===== config.mk =====
export PLATFORM = sky130hd
export DESIGN_NAME = id_stage
export DESIGN_NICKNAME = d
export VERILOG_FILES = /design/src/rtl/id_stage_pkg.sv /design/src/rtl/id_stage_grf.sv /design/src/rtl/id_stage.sv
export SDC_FILE = /design/constraint.sdc
export NUM_CORES = 2
export LEC_CHECK = 0
export CORE_MARGIN = 2
export CORE_UTILIZATION = 45
export DETAILED_ROUTE_END_ITERATION = 16
export GPL_TIMING_DRIVEN = 0
export HOLD_SLACK_MARGIN = 0.05
export PLACE_DENSITY = 0.62
export RECOVER_POWER = 100
export SLEW_MARGIN = 10
export SYNTH_ARGS = -nofsm -noshare
export SYNTH_HDL_FRONTEND = slang
export SYNTH_HIERARCHICAL = 1
export SYNTH_SLANG_ARGS = --single-unit

===== constraint.sdc =====
create_clock -name clk -period 10.35 [get_ports clk]
set_input_delay 2.5875 -clock clk [delete_from_list [all_inputs] [get_ports clk]]
set_output_delay 2.5875 -clock clk [all_outputs]
set_load 0.02 [all_outputs]

===== src/rtl/id_stage_pkg.sv =====
// Shared instruction encodings: opcodes, funct codes, forwarding selects and
// the decoded instruction classes used by the decode stage.
package id_stage_pkg;

  localparam logic [5:0] OpSpecial = 6'h00;
  localparam logic [5:0] OpRegimm  = 6'h01;
  localparam logic [5:0] OpJ       = 6'h02;
  localparam logic [5:0] OpJal     = 6'h03;
  localparam logic [5:0] OpBeq     = 6'h04;
  localparam logic [5:0] OpBne     = 6'h05;
  localparam logic [5:0] OpBlez    = 6'h06;
  localparam logic [5:0] OpBgtz    = 6'h07;
  localparam logic [5:0] OpAddi    = 6'h08;
  localparam logic [5:0] OpAddiu   = 6'h09;
  localparam logic [5:0] OpSlti    = 6'h0a;
  localparam logic [5:0] OpSltiu   = 6'h0b;
  localparam logic [5:0] OpAndi    = 6'h0c;
  localparam logic [5:0] OpOri     = 6'h0d;
  localparam logic [5:0] OpXori    = 6'h0e;
  localparam logic [5:0] OpLui     = 6'h0f;
  localparam logic [5:0] OpLw      = 6'h23;
  localparam logic [5:0] OpSw      = 6'h2b;

  // REGIMM sub-opcodes live in the rt field.
  localparam logic [4:0] RtBltz = 5'h00;
  localparam logic [4:0] RtBgez = 5'h01;

  localparam logic [5:0] FnSll  = 6'h00;
  localparam logic [5:0] FnJr   = 6'h08;
  localparam logic [5:0] FnJalr = 6'h09;
  localparam logic [5:0] FnAddu = 6'h21;
  localparam logic [5:0] FnSubu = 6'h23;

  localparam logic [1:0] FwdGrf    = 2'd0;
  localparam logic [1:0] FwdE      = 2'd1;
  localparam logic [1:0] FwdM      = 2'd2;
  localparam logic [1:0] FwdGrfAlt = 2'd3;

  localparam int unsigned InstrClassW = 4;

  typedef enum logic [InstrClassW-1:0] {
    ClsOther,
    ClsBeq,
    ClsBne,
    ClsBlez,
    ClsBgtz,
    ClsBltz,
    ClsBgez,
    ClsZext,
    ClsLui
  } instr_class_e;

  function automatic instr_class_e decode_class(input logic [5:0] opcode, input logic [4:0] rt);
    instr_class_e cls;
    cls = ClsOther;
    case (opcode)
      OpBeq:  cls = ClsBeq;
      OpBne:  cls = ClsBne;
      OpBlez: cls = ClsBlez;
      OpBgtz: cls = ClsBgtz;
      OpRegimm: begin
        if (rt == RtBltz) cls = ClsBltz;
        else if (rt == RtBgez) cls = ClsBgez;
      end
      OpAndi, OpOri, OpXori: cls = ClsZext;
      OpLui:  cls = ClsLui;
      default: cls = ClsOther;
    endcase
    return cls;
  endfunction

endpackage


===== src/rtl/id_stage_grf.sv =====
// 32x32 general register file with write-to-read bypass.
// Define GRF_DISPLAY_EN to trace every committed write.
module id_stage_grf (
  input  logic        clk,
  input  logic        reset,
  input  logic [4:0]  raddr1,
  input  logic [4:0]  raddr2,
  output logic [31:0] rdata1,
  output logic [31:0] rdata2,
  input  logic        we,
  input  logic [4:0]  waddr,
  input  logic [31:0] wdata,
  input  logic [31:0] pc
);

  logic [31:0] regs_q [32];
  logic        wr_en;

  assign wr_en = we && (waddr != 5'd0);

  always_ff @(posedge clk) begin
    if (reset) begin
      for (int i = 0; i < 32; i++) begin
        regs_q[i] <= 32'd0;
      end
    end else if (wr_en) begin
      regs_q[waddr] <= wdata;
`ifdef GRF_DISPLAY_EN
      $display("@%h: $%0d <= %h", pc, waddr, wdata);
`endif
    end
  end

`ifndef GRF_DISPLAY_EN
  logic unused_pc;
  assign unused_pc = ^pc;
`endif

  always_comb begin
    rdata1 = regs_q[raddr1];
    if (raddr1 == 5'd0) rdata1 = 32'd0;
    else if (wr_en && (waddr == raddr1)) rdata1 = wdata;
  end

  always_comb begin
    rdata2 = regs_q[raddr2];
    if (raddr2 == 5'd0) rdata2 = 32'd0;
    else if (wr_en && (waddr == raddr2)) rdata2 = wdata;
  end

endmodule


===== src/rtl/id_stage.sv =====
// MIPS decode stage: register read with forwarding, branch compare, immediate
// extension and the ID/EX pipeline register. Trace option: GRF_DISPLAY_EN.
module id_stage
  import id_stage_pkg::*;
(
  input  logic        clk,
  input  logic        reset,
  input  logic        stall,
  input  logic        clr,
  input  logic [31:0] code_ID,
  input  logic [31:0] PC_ID,
  input  logic        we_W,
  input  logic [4:0]  waddr_W,
  input  logic [31:0] wdata_W,
  input  logic [31:0] PC_W,
  input  logic [1:0]  fwdSelRs,
  input  logic [1:0]  fwdSelRt,
  input  logic [31:0] fwdData_E,
  input  logic [31:0] fwdData_M,
  output logic [4:0]  rs_ID,
  output logic [4:0]  rt_ID,
  output logic        cmp,
  output logic [15:0] imm16,
  output logic [25:0] jmpAddr,
  output logic [31:0] jmpReg,
  output logic [31:0] code_EX,
  output logic [31:0] PC_EX,
  output logic [31:0] rsData_EX,
  output logic [31:0] rtData_EX,
  output logic [31:0] ext32_EX
);

  logic [31:0]  rs_grf, rt_grf;
  logic [31:0]  rs_val, rt_val;
  logic [31:0]  ext32;
  instr_class_e cls;

  logic [31:0] code_ex_q, pc_ex_q, rs_ex_q, rt_ex_q, ext_ex_q;

  assign rs_ID   = code_ID[25:21];
  assign rt_ID   = code_ID[20:16];
  assign imm16   = code_ID[15:0];
  assign jmpAddr = code_ID[25:0];

  id_stage_grf u_grf (
    .clk    (clk),
    .reset  (reset),
    .raddr1 (rs_ID),
    .raddr2 (rt_ID),
    .rdata1 (rs_grf),
    .rdata2 (rt_grf),
    .we     (we_W),
    .waddr  (waddr_W),
    .wdata  (wdata_W),
    .pc     (PC_W)
  );

  // $0 is hard zero even when a forwarding select points elsewhere.
  always_comb begin
    case (fwdSelRs)
      FwdE:    rs_val = fwdData_E;
      FwdM:    rs_val = fwdData_M;
      default: rs_val = rs_grf;
    endcase
    if (rs_ID == 5'd0) rs_val = 32'd0;
  end

  always_comb begin
    case (fwdSelRt)
      FwdE:    rt_val = fwdData_E;
      FwdM:    rt_val = fwdData_M;
      default: rt_val = rt_grf;
    endcase
    if (rt_ID == 5'd0) rt_val = 32'd0;
  end

  assign jmpReg = rs_val;
  assign cls    = decode_class(code_ID[31:26], code_ID[20:16]);

  always_comb begin
    case (cls)
      ClsBeq:  cmp = (rs_val == rt_val);
      ClsBne:  cmp = (rs_val != rt_val);
      ClsBlez: cmp = rs_val[31] || (rs_val == 32'd0);
      ClsBgtz: cmp = !rs_val[31] && (rs_val != 32'd0);
      ClsBltz: cmp = rs_val[31];
      ClsBgez: cmp = !rs_val[31];
      default: cmp = 1'b0;
    endcase
  end

  always_comb begin
    case (cls)
      ClsZext: ext32 = {16'd0, imm16};
      ClsLui:  ext32 = {imm16, 16'd0};
      default: ext32 = {{16{imm16[15]}}, imm16};
    endcase
  end

  // clr shares priority with reset so a flush always beats a stall.
  always_ff @(posedge clk) begin
    if (reset || clr) begin
      code_ex_q <= 32'd0;
      pc_ex_q   <= 32'd0;
      rs_ex_q   <= 32'd0;
      rt_ex_q   <= 32'd0;
      ext_ex_q  <= 32'd0;
    end else if (!stall) begin
      code_ex_q <= code_ID;
      pc_ex_q   <= PC_ID;
      rs_ex_q   <= rs_val;
      rt_ex_q   <= rt_val;
      ext_ex_q  <= ext32;
    end
  end

  assign code_EX   = code_ex_q;
  assign PC_EX     = pc_ex_q;
  assign rsData_EX = rs_ex_q;
  assign rtData_EX = rt_ex_q;
  assign ext32_EX  = ext_ex_q;

endmodule


After elaboration in Yosys (flattened, before gate mapping)
Memory sizes are Yosys's and may differ from the RTL's. Index checks and enable logic that the tools add are counted.

Bits in registers: 160. Latch bits: 0. Memory bits (writable): 1024. ROM bits: 0. Input bits: 206. Output and inout bits: 245. Logic and storage cells: 65. Memories: 1.

Add/subtract/negate cells: 0. $mul: 0. Divide/modulo/power cells: 0. Magnitude comparators: 0. Equal/unequal tests: 26. Shifts and indexed selects: 0. Multiplexer cells: 19. Bitwise gates (word level): 0. Reductions and logical operators: 14.

Memory list: u_grf.regs_q (words 32, width 32, rd ports 2, clocked after memory_dff 0, write ports 32, RTL line id_stage_grf.sv:16) `logic [31:0] regs_q [32];`.

Operators by type and width (count): $pmux W32 S2 (3); $mux W32 (5); $eq A32 B32 Y1 (1); $logic_not A32 Y1 (1); $ne A32 B32 Y1 (1); $reduce_bool A32 Y1 (1); $reduce_or A32 Y1 (1); $pmux W4 S7 (1); $eq A6 B3 Y1 const B (4); $eq A6 B4 Y1 const B (4); $eq A4 B3 Y1 const B (4); $eq A5 B5 Y1 (2); $logic_not A5 Y1 (2); $eq A4 B2 Y1 const B (2); $eq A6 B1 Y1 const B (1); $mux W1 (6); $mux W3 (2); $pmux W1 S6 (1); $eq A5 B1 Y1 const B (1); $mux W5 (1); $reduce_bool A5 Y1 (1); $eq A2 B1 Y1 const B (2); $eq A2 B2 Y1 const B (2); $eq A4 B1 Y1 const B (1); 5 further kinds (9).

Depth between registers and ports, before layout
Depth in word-level cells: 9. Depth in mapped cells: 19. Gate-level depth less buffers: 13.

Cells and area by module
The synthesis kept the hierarchy.

By module, submodules not included: id_stage_grf (times used 1, cells an instance 3918, area an instance 55723.4 um2, sequential area each 30749.5 um2); id_stage (times used 1, cells an instance 1093, area an instance 8653.3 um2, sequential area each 3203.1 um2).

Worst setup path after synthesis
Ideal clock, no wire load.

Path kind: input port to output port. Start point: input port code_ID[21]. End point: output port cmp. Data arrival time: 5816 ps. Required time: 7763 ps. Setup slack: 1947 ps. Stages on the path: 16. Path buffers: 4. Cells stage by stage: buf_2 -> buf_6 -> buf_6 -> buf_2 -> mux4_2 -> a22oi_1 -> nand2_1 -> a32o_1 -> nand2_1 -> o21ai_1 -> nor4b_1 -> a22oi_1 -> a2111oi_0 -> nand4_1 -> o2111ai_1 -> nand3b_1.

Longest elaborated chain between the ends: 8. Elaborated cells between the ends (all ways): 15. Classes of those cells: eq/ne: 3; mux: 4; reduce/logical: 7; memory: 1.

Ends and longest elaborated chain: from (decl) (RTL line id_stage.sv:10) `input logic [31:0] code_ID,`; parallel branches: the longest is 2 deep, another holds $mem_v2 Z32 W32; $mux W32 (*) (RTL line id_stage_grf.sv:42) `else if (wr_en && (waddr == raddr1)) rdata1 = wdata;`; via rs_grf[12] (RTL line id_stage.sv:33) `logic [31:0] rs_grf, rt_grf;`; $pmux W32 S2 (*) (RTL line id_stage.sv:60) `case (fwdSelRs)`; $mux W32 (*) (RTL line id_stage.sv:65) `if (rs_ID == 5'd0) rs_val = 32'd0;`; $reduce_bool A32 Y1 or $logic_not A32 Y1 (tied branches) (RTL line id_stage.sv:85, id_stage.sv:84); $logic_and A1 B1 Y1 or $logic_or A1 B1 Y1 (tied branches) (RTL line id_stage.sv:85, id_stage.sv:84); $pmux W1 S6 (*) (RTL line id_stage.sv:81) `case (cls)`; to (decl) (RTL line id_stage.sv:22) `output logic cmp,`.

Mark *: on every way through the listed nets, which the timed path passes.

Final worst setup path
Start point: input port code_ID[18]. End point: output port cmp.

Longest elaborated chain between the ends: 7. Elaborated cells between the ends (all ways): 20. Classes of those cells: eq/ne: 10; mux: 7; reduce/logical: 2; memory: 1.

Ends and longest elaborated chain: parallel branches: the longest is 2 deep, another holds $mem_v2 Z32 W32; $mux W32 (*) (RTL line id_stage_grf.sv:48) `else if (wr_en && (waddr == raddr2)) rdata2 = wdata;`; via rt_grf[7] (RTL line id_stage.sv:33); $pmux W32 S2 (*) (RTL line id_stage.sv:69) `case (fwdSelRt)`; $mux W32 (*) (RTL line id_stage.sv:74) `if (rt_ID == 5'd0) rt_val = 32'd0;`; $ne A32 B32 Y1 or $eq A32 B32 Y1 (tied branches) (RTL line id_stage.sv:83, id_stage.sv:82); $pmux W1 S6 (*) (RTL line id_stage.sv:81).

Marked as above.

==> results by group <==
Worst setup path
  – Crit-path max FO: 10
  – CP endpoint kind: primary output
  – CP required: ~7.8 ns
  – Crit Path Category: input pin to primary output
  – Crit start category: input pin
  – Arr. time, crit path: 7.84 ns

Routing
  – DRC: 0
  – Total Wirelength: 317 mm
  – Via density: 6.71
  – Total number of vias: roughly 51k
  – DR iter-0 viols: 8523
  – Routed wire per std cell: 41.6 um
  – DRT Pass-1 Iters: 6
  – Final antenna-violating net count: 0

Logic synthesis
  – Top post-synthesis cells by count: edfxtp_1, and2_1, mux2i_1
  – Yosys top cell by area: edfxtp_1
  – Ys Warns: 6
  – Most frequent cell after synthesis: edfxtp_1
  – Area contributors post-synth: edfxtp_1, mux4_2, and2_1
  – Netlist area before placement: about 64000 um^2
  – EDFF count, synth: between 1k and 1.5k
  – Post-synthesis async set-or-reset flop share: 0
  – Synth Register Bits: 1184
  – Synthesized instance count: 5011
  – Top-area cell type share of the netlist area: 0.478
  – Syn Area/Cell: roughly 13 um^2
  – Seq/Total Area, Yosys: 0.527
  – Library cells used by synthesis: 88
  – Top_reg_cell synth: edfxtp_1

Timing
  – Period minus WS final: 10.43 ns
  – Fmax: 0.0959 GHz
  – Period utilization: 1.01
  – Post-route worst setup slack: -0.0788 ns
  – Slew @ Worst Pin: 3.60 ns
  – Slew Limit Headroom: -1.40
  – Final Hold Vio Count: 0
  – Clk_skew: 0.0240 ns
  – Final setup vio count: 1
  – Max Slew Vio Count: 317
  – WHS: around 0.48 ns

Die
  – # rows: 138
  – Die Ht: 382 um
  – Die Wd: 382 um
  – Die area: 146000 um^2
  – Area of the core: 142000 um^2
  – Initial core utilization: 0.454
  – IO Pins: approximately 450

GRT
  – GRT Residual Overflow: 0
  – First-pass GRT wire length: 418 mm
  – GRT Resource Usage Total: 0.426
  – Vias in the first global route: 48.0k
  – Largest net degree at the start of global routing: 33
  – Initial antenna violation count: 40

Clock tree
  – H-tree Lvls: 4
  – Worst-path clk slew: 0.06 ns
  – Sink Count: 1184
  – Cts bufs inserted: 137
  – TritonCTS clock tree: yes
  – Cts hold-fix bufs: 0
  – Worst-skew pair later-pin latency: around 0.8 ns
  – CTS Root Buffer Type: clkbuf_16
  – Clk buf depth: 3

Pwr
  – Leak pwr: 27.3 nW
  – PD cells: 167 nW/um^2
  – Design Power: 12.8 mW
  – Worst vdd ir: 0.136 mV

Cells and area
  – Cell area after layout: 76600 um^2
  – Cell Count, Final, Fillers Out: 7622
  – Filler cell count in the final layout: around 12k
  – Fraction of layout cells with a size suffix above 1: 0.178
  – Area Overhead vs Synth: 19.0%
  – Layout net count: 5814
  – Register Area: 34000 um^2
  – Multi-input gate area: 28300 um^2

Placement
  – Final GP Congestion: between 1 and 1.5
  – DP Area: just over 70000 um^2
  – Placed cells: 7347
  – Pre-CTS setup slack: -2.20 ns
  – Dpl hpwl: 238 mm
  – Port-buffer cells: between 400 and 500

Min path
  – Hold Path Class: flip-flop to flip-flop

Outcome
  – Failing checks: max-capacitance violations, max-slew violations, negative setup slack
  – Outcome: finished with violations

Flow run
  – Number of max-cap violations: 10
-- area by class of cell --
class                   count  share of cell area
well taps                1890              0.0309
diodes                     19            0.000620
clock inverters            69             0.00919
repair buffers            427              0.0554
plain buffers             554              0.0429
inverters                  14            0.000767
flip-flops and latches   1184               0.443
clock buffers             179              0.0480
multi-input cells        3286               0.369
-- metrics by stage --
stage / setup TNS [ns] / util
floorplan: 0 / -
global placement: -10.31 / 0.501
detailed placement: -5.10 / 0.501
CTS: 0 / 0.538
global route: -0.00684 / 0.540
finish: -0.0788 / 0.541
-- power by group --
group          leakage, nW  internal, mW  switching (mW)  total [mW]
sequential            11.1          5.44           0.136        5.58
combinational         14.1         0.787            1.55        2.33
clock                 2.14          2.75            2.11        4.86
-- layer usage --
| metal | GRT usage | part of all wire | routed length, um |
|---|---|---|---|
| met1 | 0.564 | 0.37 | 118000 |
| met5 | 0 | 0.00032 | 103 |
| met4 | 0.205 | 0.057 | 18200 |
| met2 | 0.609 | 0.42 | 133000 |
| met3 | 0.170 | 0.15 | 47100 |
-- cells by family (layout without fill, tap and decap cells) --
logic type	after synthesis	count (layout)	share of synthesized area
adder cells (fa/ha/maj)	4	4	0.000777
AND/OR/NAND/NOR	1718	1718	0.150
flip-flops	1184	1184	0.527
other	1	51	0.0000583
AO/OA/AOI/OAI	714	714	0.0797
XOR/XNOR	27	27	0.00367
buffers and inverters	572	1243	0.0432
multiplexers	791	791	0.196
-- worst max-delay path, cell delays in order --
cell and delay, ns:
clkdlybuf4s15_2 0.49, buf_2 0.30, clkbuf_2 0.55, mux4_2 0.43, mux2i_2 0.53, a211oi_1 0.18
a211oi_1 0.50, nor2_2 0.21, nand2_1 0.25, o21ai_2 0.17, xor2_1 0.18, nand4_1 0.12
a32oi_1 0.35, nand4_1 0.14, buf_4 0.19, o2111ai_1 0.18, nand3b_1 0.09, clkdlybuf4s15_2 0.31
-- final timing paths --
check | startpoint | endpoint | slack [ns] | cells past startpoint
hold reg to reg | rtData_EX[4] | rtData_EX[4] | 0.48 | 2
setup reg to reg | u_grf/regs_q[15][29] | rsData_EX[29] | 7.10 | 11
setup / recovery | code_ID[18] | cmp | -0.08 | 18
hold / removal | rtData_EX[4] | rtData_EX[4] | 0.48 | 2
-- flip-flops by register name, indices dropped and copies added, names as in the netlist --
| name | count |
|---|---|
| PC_EX | 32 |
| code_EX | 32 |
| ext32_EX | 32 |
| rsData_EX | 32 |
| rtData_EX | 32 |
| u_grf/regs_q | 1024 |
-- timing repair --
action                                  in CTS  in global routing
buffers inserted                             5                  7
resized for setup                          282                111
pin swaps                                    5                  4
endpoints found under the setup margin      20                  1
-- placed cells by master (no fill, tap or decap), types with 95 or more instances in the layout --
cell type and n:
a21oi_1 132, a22oi_1 155, and2_0 413, and2_1 554
buf_4 95, clkbuf_1 312, clkbuf_16 137, clkdlybuf4s50_1 239
dfxtp_1 160, dlygate4sd3_1 162, edfxtp_1 1024, mux2i_1 362
mux4_2 356, nand2_1 209, nor2_1 242
Note: power is estimated with default switching activity, not from simulation.
